===== config.mk =====
export PLATFORM = sky130hd
export DESIGN_NAME = aes_round_sequencer
export DESIGN_NICKNAME = d
export VERILOG_FILES = /design/src/rtl/aes_round_sequencer.sv
export SDC_FILE = /design/constraint.sdc
export NUM_CORES = 1
export LEC_CHECK = 0
export CAP_MARGIN = 20
export CORE_ASPECT_RATIO = 0.7
export CORE_MARGIN = 2
export CORE_UTILIZATION = 53
export DETAILED_ROUTE_END_ITERATION = 12
export GPL_TIMING_DRIVEN = 0
export PLACE_DENSITY_LB_ADDON = 0.2
export SKIP_CTS_REPAIR_TIMING = 1
export SLEW_MARGIN = 40
export SYNTH_ARGS = -nofsm -noshare
export SYNTH_HDL_FRONTEND = slang
export SYNTH_SLANG_ARGS = --single-unit

===== constraint.sdc =====
create_clock -name clk -period 3.8 [get_ports clk]
set_clock_uncertainty 0.2 [all_clocks]
set_input_delay 0.76 -clock clk [delete_from_list [all_inputs] [get_ports clk]]
set_output_delay 0.76 -clock clk [all_outputs]
set_load 0.01 [all_outputs]

===== src/rtl/aes_round_sequencer.sv =====
// Round sequencer for the iterative AES datapath: key-expansion kick-off, round stepping and result handoff.
// Optional decrypt support is compiled in with the AES_DECRYPT_EN macro.
module aes_round_sequencer #(
  parameter int NK = 4
) (
  input  logic       clk,
  input  logic       rst_n,
  input  logic       start_valid,
  output logic       start_ready,
  input  logic       mode,
  input  logic       key_new,
  output logic       kexp_start,
  input  logic       kexp_done,
  output logic       state_load,
  output logic       dp_en,
  output logic       sel_initial,
  output logic       sel_final,
  output logic       dp_inv,
  output logic [3:0] round_idx,
  output logic [3:0] rk_addr,
  output logic       out_valid,
  input  logic       out_ready,
  output logic       busy,
  output logic       err
);

  localparam int NR = NK + 6;
  localparam logic [3:0] NR_L = 4'(NR);

  typedef enum logic [2:0] {
    S_IDLE, S_KEXP, S_INIT, S_ROUND, S_FINAL, S_HOLD
  } state_t;

  state_t     state_q, state_d;
  logic [3:0] cnt_q, cnt_d;
  logic       key_valid_q, key_valid_d;
  logic       kexp_first_q, kexp_first_d;
  logic       start_ready_q, start_ready_d;
  logic       busy_q, busy_d;
  logic       kexp_start_q, kexp_start_d;
  logic       state_load_q, state_load_d;
  logic       dp_en_q, dp_en_d;
  logic       sel_initial_q, sel_initial_d;
  logic       sel_final_q, sel_final_d;
  logic       dp_inv_q, dp_inv_d;
  logic [3:0] round_idx_q, round_idx_d;
  logic [3:0] rk_addr_q, rk_addr_d;
  logic       out_valid_q, out_valid_d;
  logic       err_q, err_d;
  logic       illegal;

  // Datapath strobes are decoded from the current state and registered, so they
  // trail the state register by one cycle; handshake outputs follow the next state.
  always_comb begin
    state_d       = state_q;
    cnt_d         = cnt_q;
    key_valid_d   = key_valid_q;
    kexp_first_d  = kexp_first_q;
    dp_inv_d      = dp_inv_q;
    round_idx_d   = round_idx_q;
    rk_addr_d     = rk_addr_q;
    err_d         = err_q;
    kexp_start_d  = 1'b0;
    state_load_d  = 1'b0;
    dp_en_d       = 1'b0;
    sel_initial_d = 1'b0;
    sel_final_d   = 1'b0;
    out_valid_d   = 1'b0;
    illegal       = 1'b0;
    case (state_q)
      S_IDLE: begin
        if (start_valid && start_ready_q) begin
`ifdef AES_DECRYPT_EN
          illegal = 1'b0;
`else
          illegal = mode;
`endif
          if (illegal) begin
            err_d = 1'b1;
          end else begin
            err_d = 1'b0;
`ifdef AES_DECRYPT_EN
            dp_inv_d = mode;
`endif
            if (key_new || !key_valid_q) begin
              state_d      = S_KEXP;
              kexp_first_d = 1'b1;
            end else begin
              state_d = S_INIT;
            end
          end
        end
      end
      S_KEXP: begin
        kexp_first_d = 1'b0;
        kexp_start_d = kexp_first_q;
        // done is not trusted in the cycle the start pulse is still being issued
        if (!kexp_first_q && kexp_done) begin
          key_valid_d = 1'b1;
          state_d     = S_INIT;
        end
      end
      S_INIT: begin
        state_load_d  = 1'b1;
        sel_initial_d = 1'b1;
        round_idx_d   = 4'd0;
        rk_addr_d     = dp_inv_q ? NR_L : 4'd0;
        cnt_d         = 4'd1;
        state_d       = S_ROUND;
      end
      S_ROUND: begin
        dp_en_d     = 1'b1;
        round_idx_d = cnt_q;
        rk_addr_d   = dp_inv_q ? (NR_L - cnt_q) : cnt_q;
        if (cnt_q == NR_L - 4'd1) begin
          state_d = S_FINAL;
        end else begin
          cnt_d = cnt_q + 4'd1;
        end
      end
      S_FINAL: begin
        dp_en_d     = 1'b1;
        sel_final_d = 1'b1;
        round_idx_d = NR_L;
        rk_addr_d   = dp_inv_q ? 4'd0 : NR_L;
        state_d     = S_HOLD;
      end
      S_HOLD: begin
        round_idx_d = NR_L;
        if (out_valid_q && out_ready) begin
          state_d = S_IDLE;
        end else begin
          out_valid_d = 1'b1;
        end
      end
      default: state_d = S_IDLE;
    endcase
    start_ready_d = (state_d == S_IDLE);
    busy_d        = (state_d != S_IDLE);
  end

  always_ff @(posedge clk or negedge rst_n) begin
    if (!rst_n) begin
      state_q       <= S_IDLE;
      cnt_q         <= 4'd0;
      key_valid_q   <= 1'b0;
      kexp_first_q  <= 1'b0;
      start_ready_q <= 1'b1;
      busy_q        <= 1'b0;
      kexp_start_q  <= 1'b0;
      state_load_q  <= 1'b0;
      dp_en_q       <= 1'b0;
      sel_initial_q <= 1'b0;
      sel_final_q   <= 1'b0;
      dp_inv_q      <= 1'b0;
      round_idx_q   <= 4'd0;
      rk_addr_q     <= 4'd0;
      out_valid_q   <= 1'b0;
      err_q         <= 1'b0;
    end else begin
      state_q       <= state_d;
      cnt_q         <= cnt_d;
      key_valid_q   <= key_valid_d;
      kexp_first_q  <= kexp_first_d;
      start_ready_q <= start_ready_d;
      busy_q        <= busy_d;
      kexp_start_q  <= kexp_start_d;
      state_load_q  <= state_load_d;
      dp_en_q       <= dp_en_d;
      sel_initial_q <= sel_initial_d;
      sel_final_q   <= sel_final_d;
      dp_inv_q      <= dp_inv_d;
      round_idx_q   <= round_idx_d;
      rk_addr_q     <= rk_addr_d;
      out_valid_q   <= out_valid_d;
      err_q         <= err_d;
    end
  end

  assign start_ready = start_ready_q;
  assign busy        = busy_q;
  assign kexp_start  = kexp_start_q;
  assign state_load  = state_load_q;
  assign dp_en       = dp_en_q;
  assign sel_initial = sel_initial_q;
  assign sel_final   = sel_final_q;
  assign dp_inv      = dp_inv_q;
  assign round_idx   = round_idx_q;
  assign rk_addr     = rk_addr_q;
  assign out_valid   = out_valid_q;
  assign err         = err_q;

endmodule


======== After elaboration in Yosys (flattened, before gate mapping) ========
Cells that the tools add are included.
Widths: inputs -> output; s select.
word-level totals
  register bits ........................... 25
  bits of input ports ..................... 7
  output and inout port bits .............. 18
  logic and storage cells ................. 66
operators by class
  $add $sub $neg .......................... 1
  equal/unequal tests ..................... 10
  muxes and demuxes ....................... 22
  reductions and logical operators ........ 19
operator list
  cell                 count
  $pmux 4 s3           2
  $pmux 3 s6           1
  $mux 3               5
  $mux 1               10
  $reduce_bool 3->1    3
  $ne 2x2->1 const B   4
  $pmux 4 s2           1
  $eq 3x2->1 const B   2
  $eq 3x3->1 const B   2
  $logic_not 3->1      2
  $reduce_and 2->1     3
  $add 4x1->4 const B  1
  $eq 4x4->1 const B   1
  $mux 4               1
  $reduce_and 4->1     1
  $reduce_bool 2->1    2
  $reduce_or 2->1      2
  $eq 3x1->1 const B   1
  $logic_and 1x1->1    3
  $logic_not 1->1      2
  $mux 2               1
  $pmux 1 s2           1
  $logic_or 1x1->1     1

======== Depth between registers and ports, before layout ========
  depth in word-level cells ............... 7
  depth in mapped cells ................... 5
  depth with buffers taken out ............ 5

======== Least setup slack after synthesis ========
OpenSTA, ideal clock, no wires.
  path kind ............................... in2reg
  start ................................... input port mode
  end ..................................... register start_ready_q (netlist: start_ready)
  setup time .............................. 79 ps
  arrival time ............................ 1277 ps
  required time ........................... 3521 ps
  setup slack ............................. 2244 ps
  stages on the path ...................... 3
  path buffers ............................ 0
  cells stage by stage .................... and4bb_1 nand2_1 and4_1
between the ends
  cells in the longest elaborated chain, start to end .. 4
RTL lines
  item                    line  text
  start: declaration      10    input logic mode,
  $mux 3                  78    if (illegal) begin
  $mux 3                  72    if (start_valid && start_ready_q) begin
  $pmux 3 s6              70    case (state_q)
  $logic_not 3->1         138   start_ready_d = (state_d == S_IDLE);
  via start_ready_d       38    logic start_ready_q, start_ready_d;
  end signal: assignment  165   start_ready_q <= start_ready_d;
  end: declaration        38
The timed path passes the listed nets, and every way through them passes these cells.
A chain may end at the register's enable or synchronous reset.

======== Worst setup path after layout ========
  start ................................... register start_ready_q (netlist: start_ready)
  end ..................................... output port start_ready
RTL lines
  item              line  text
  end: declaration  9     output logic start_ready,
No word-level cell between the ends.

==> key figures <==
Outcome
  • Run status: complete, no violations

Clock network
  • Total number of clock tree sinks: 25
  • Clock latency reported for the late side of the worst-skew pair: 0.33 ns
  • CTS tree: yes
  • H-Tree Level Count: 1
  • CTS max path bufs: 2
  • Buffer type at the clock tree root: clkbuf_4
  • Clock Pin Slew Worst Setup and Hold Paths: roughly 0.15 ns
  • Number of buffers created by CTS: 3

Critical path
  • Category of the worst setup path capture point: output port
  • CP Launch Point: start_ready
  • Startpoint Class: register
  • WP data arrival: 1.42 ns
  • CP required: 2.84 ns
  • Count of buffering cells on the critical path with inverters included: 1
  • Cell with the largest stage delay on the worst path: dfstp_2
  • Family with the most delay on the worst path: flip-flops
  • Setup CP Type: reg2out
  • Series of cell instances along the critical path: clkdlybuf4s50_1
  • Worst reg2reg startpoint: cnt_q[1]
  • Slowest cell delay on critical path: 0.57 ns
  • Worst Path Max Fanout: 3

Pwr
  • Peak VDD IR: between 0.4 and 0.5 mV
  • P per Cell Area: 772 nW/um^2
  • LEAKAGE: 0.624 nW
  • Power after layout: 1.14 mW

Cells and area
  • Number of nets in the layout: 150
  • Number of antenna cells inserted: 0
  • Cell Count, Final, Fillers Out: ~170
  • Synthesis-to-finish area growth: 24.7%
  • Layout cell share with drive strength beyond 1: 12.9%

Drt
  • Antenna-violating nets left: 0
  • Number of vias in the routed layout: between 900 and 1000
  • Routed wire length: 2510 microns
  • Vias per inst: ~5.6
  • Post-route DRC violation count: 0
  • First-pass iteration count of the detailed router: 6
  • Average wire per standard cell: roughly 15 microns
  • Detailed Route Iter0 Violations: 30

Floorplanning
  • # IOs: 25
  • Floorplan die area: 2640 sq um
  • Vertical die dimension: approximately 44 microns
  • Row Count: 14
  • Die width: 60.5 microns
  • Initial cell density of the core: 55.4%
  • Placeable Area: 2140 sq um

Timing
  • Minimum period implied by the final worst setup slack: approximately 2.4 ns
  • RSZ-0062 raised after global routing: false
  • Number of endpoints failing setup at the final stage: 0
  • Hold Fails Final Rpt: 0
  • Count of pins over their slew limit: 0
  • Post-Route Hold Slack: 0.180 ns
  • Worst setup margin: around 1.4 ns
  • Final worst path period share: 62.6%
  • Slew at the pin closest to its max-slew limit: ~0.55 ns
  • Max Clock Freq: 421 MHz
  • Max transition margin: 63.5%
  • Final setup TNS: 0 ns

Synth
  • Post-synth EDFFs: 0
  • Yosys warnings: 0
  • Async S/R FF share, synth: 100%
  • Most common cell in the netlist: dfrtp_1
  • Post-synthesis cell count: 113
  • Cell types occupying the most area after synthesis: dfrtp_1 (51%), nand3_1 (3.4%), o21ai_0 (3.0%)
  • Top cells by instance count after synthesis: dfrtp_1 (24), nand2_1 (9), nand3_1 (8), o21ai_0 (7), o21ai_1 (6)
  • Cell area after synthesis: 1180 sq um
  • Top_reg_cell synth: dfrtp_1
  • Fraction of synthesized cell area taken by the top area cell type: 50.7%
  • Flop and latch count out of synthesis: 25
  • Distinct cell type count of the synthesized netlist: 38
  • Sequential cell area fraction in the yosys report: between 50 and 60%
  • Synthesized net count: 122
  • Yosys top cell by area: dfrtp_1
  • Avg Synthesized Cell Area: 10.5 sq um

Global routing
  • Via count of the first global-routing pass: 890
  • First-pass GRT wire length: 4040 microns
  • Overall fraction of global-route tracks in use: 21.3%
  • Pin count of the biggest net entering global routing: 26
  • Number of antenna violations at the first check in global routing: 0
  • Final global-route overflow total: 0

Placed design
  • Number of buffers added on ports: 23
  • HPWL after detailed placement: roughly 1800 microns
  • Final GP Congestion: 0.810
  • Worst slack, placed: 1.74 ns
  • DP Cell Count: 168

Min path
  • Path category of the worst min-delay check: in2async

Job
  • Max-cap violation count: 0
-- sequential cells by signal, indices dropped and copies added (netlist names), 3 cells and up --
name	count
rk_addr	4
round_idx	4
cnt_q	4
state_q	3
-- cells in the final DEF, fill, tap and decap left out, types with 2 or more instances in the layout --
cell	netlist	routed
o22a_1	2	2
o221ai_1	3	3
ha_1	2	2
nand2b_1	5	5
nand3_1	8	8
clkbuf_4	0	3
clkdlybuf4s50_1	0	22
a31oi_1	2	2
inv_1	5	5
dfrtp_1	24	24
buf_2	3	4
a22o_1	2	2
buf_4	2	2
nand4_1	2	2
o21ai_0	7	7
nor2_1	5	5
nand4b_1	2	2
nand2_1	9	9
o21ai_1	6	6
nor2b_1	4	4
-- path summary, 6_finish.rpt --
| path | end | depth (start not counted) | slack, ns |
|---|---|---|---|
| min in group clk | key_valid_q | 1 | 0.30 |
| max in group asynchronous | start_ready | 1 | 2.82 |
| worst max register to register | cnt_q[0] | 5 | 2.16 |
| worst min-delay path | sel_final | 1 | 0.18 |
| worst max-delay path | start_ready | 1 | 1.42 |
| worst min register to register | key_valid_q | 1 | 0.30 |
-- area by class of cell --
type                            count  area (sq um)
Fill cell                         183           659
Sequential cell                    25           627
Multi-Input combinational cell     76           494
Timing Repair Buffer               23           225
Buffer                              7          45.0
Tap cell                           32          40.0
Clock buffer                        3          22.5
Inverter                            5          18.8
Clock inverter                      1          5.00
-- stage by stage --
stage / util, % / area, sq um
4_1_cts: 69.1 / 1480
2_1_floorplan: - / 1180
6_report: 69.1 / 1480
3_5_place_dp: 67.9 / 1450
3_3_place_gp: 68.1 / 1460
5_1_grt: 69.1 / 1480
-- cells by family after synthesis --
| family | count (synthesis) | synth area share, % |
|---|---|---|
| multiplexers | 1 | 0.950 |
| AO/OA/AOI/OAI | 27 | 16.4 |
| AND/OR/NAND/NOR | 45 | 22.0 |
| flip-flops | 25 | 52.9 |
| other | 1 | 0.316 |
| buffers and inverters | 12 | 5.38 |
| adder cells (fa/ha/maj) | 2 | 2.11 |
-- layer usage --
| layer | track usage [%] | part of all wire [%] |
|---|---|---|
| met4 | 4.78 | 1.2 |
| met3 | 6.87 | 4.9 |
| met5 | 0 | 0 |
| met2 | 30.4 | 44 |
| met1 | 31.9 | 50 |
-- power breakdown --
part           switching (mW)  internal [mW]  leakage, nW
sequential             0.0833          0.365        0.312
combinational           0.282          0.287        0.294
clock                  0.0836         0.0396       0.0177
No activity file was read; power rests on OpenSTA's default activity.
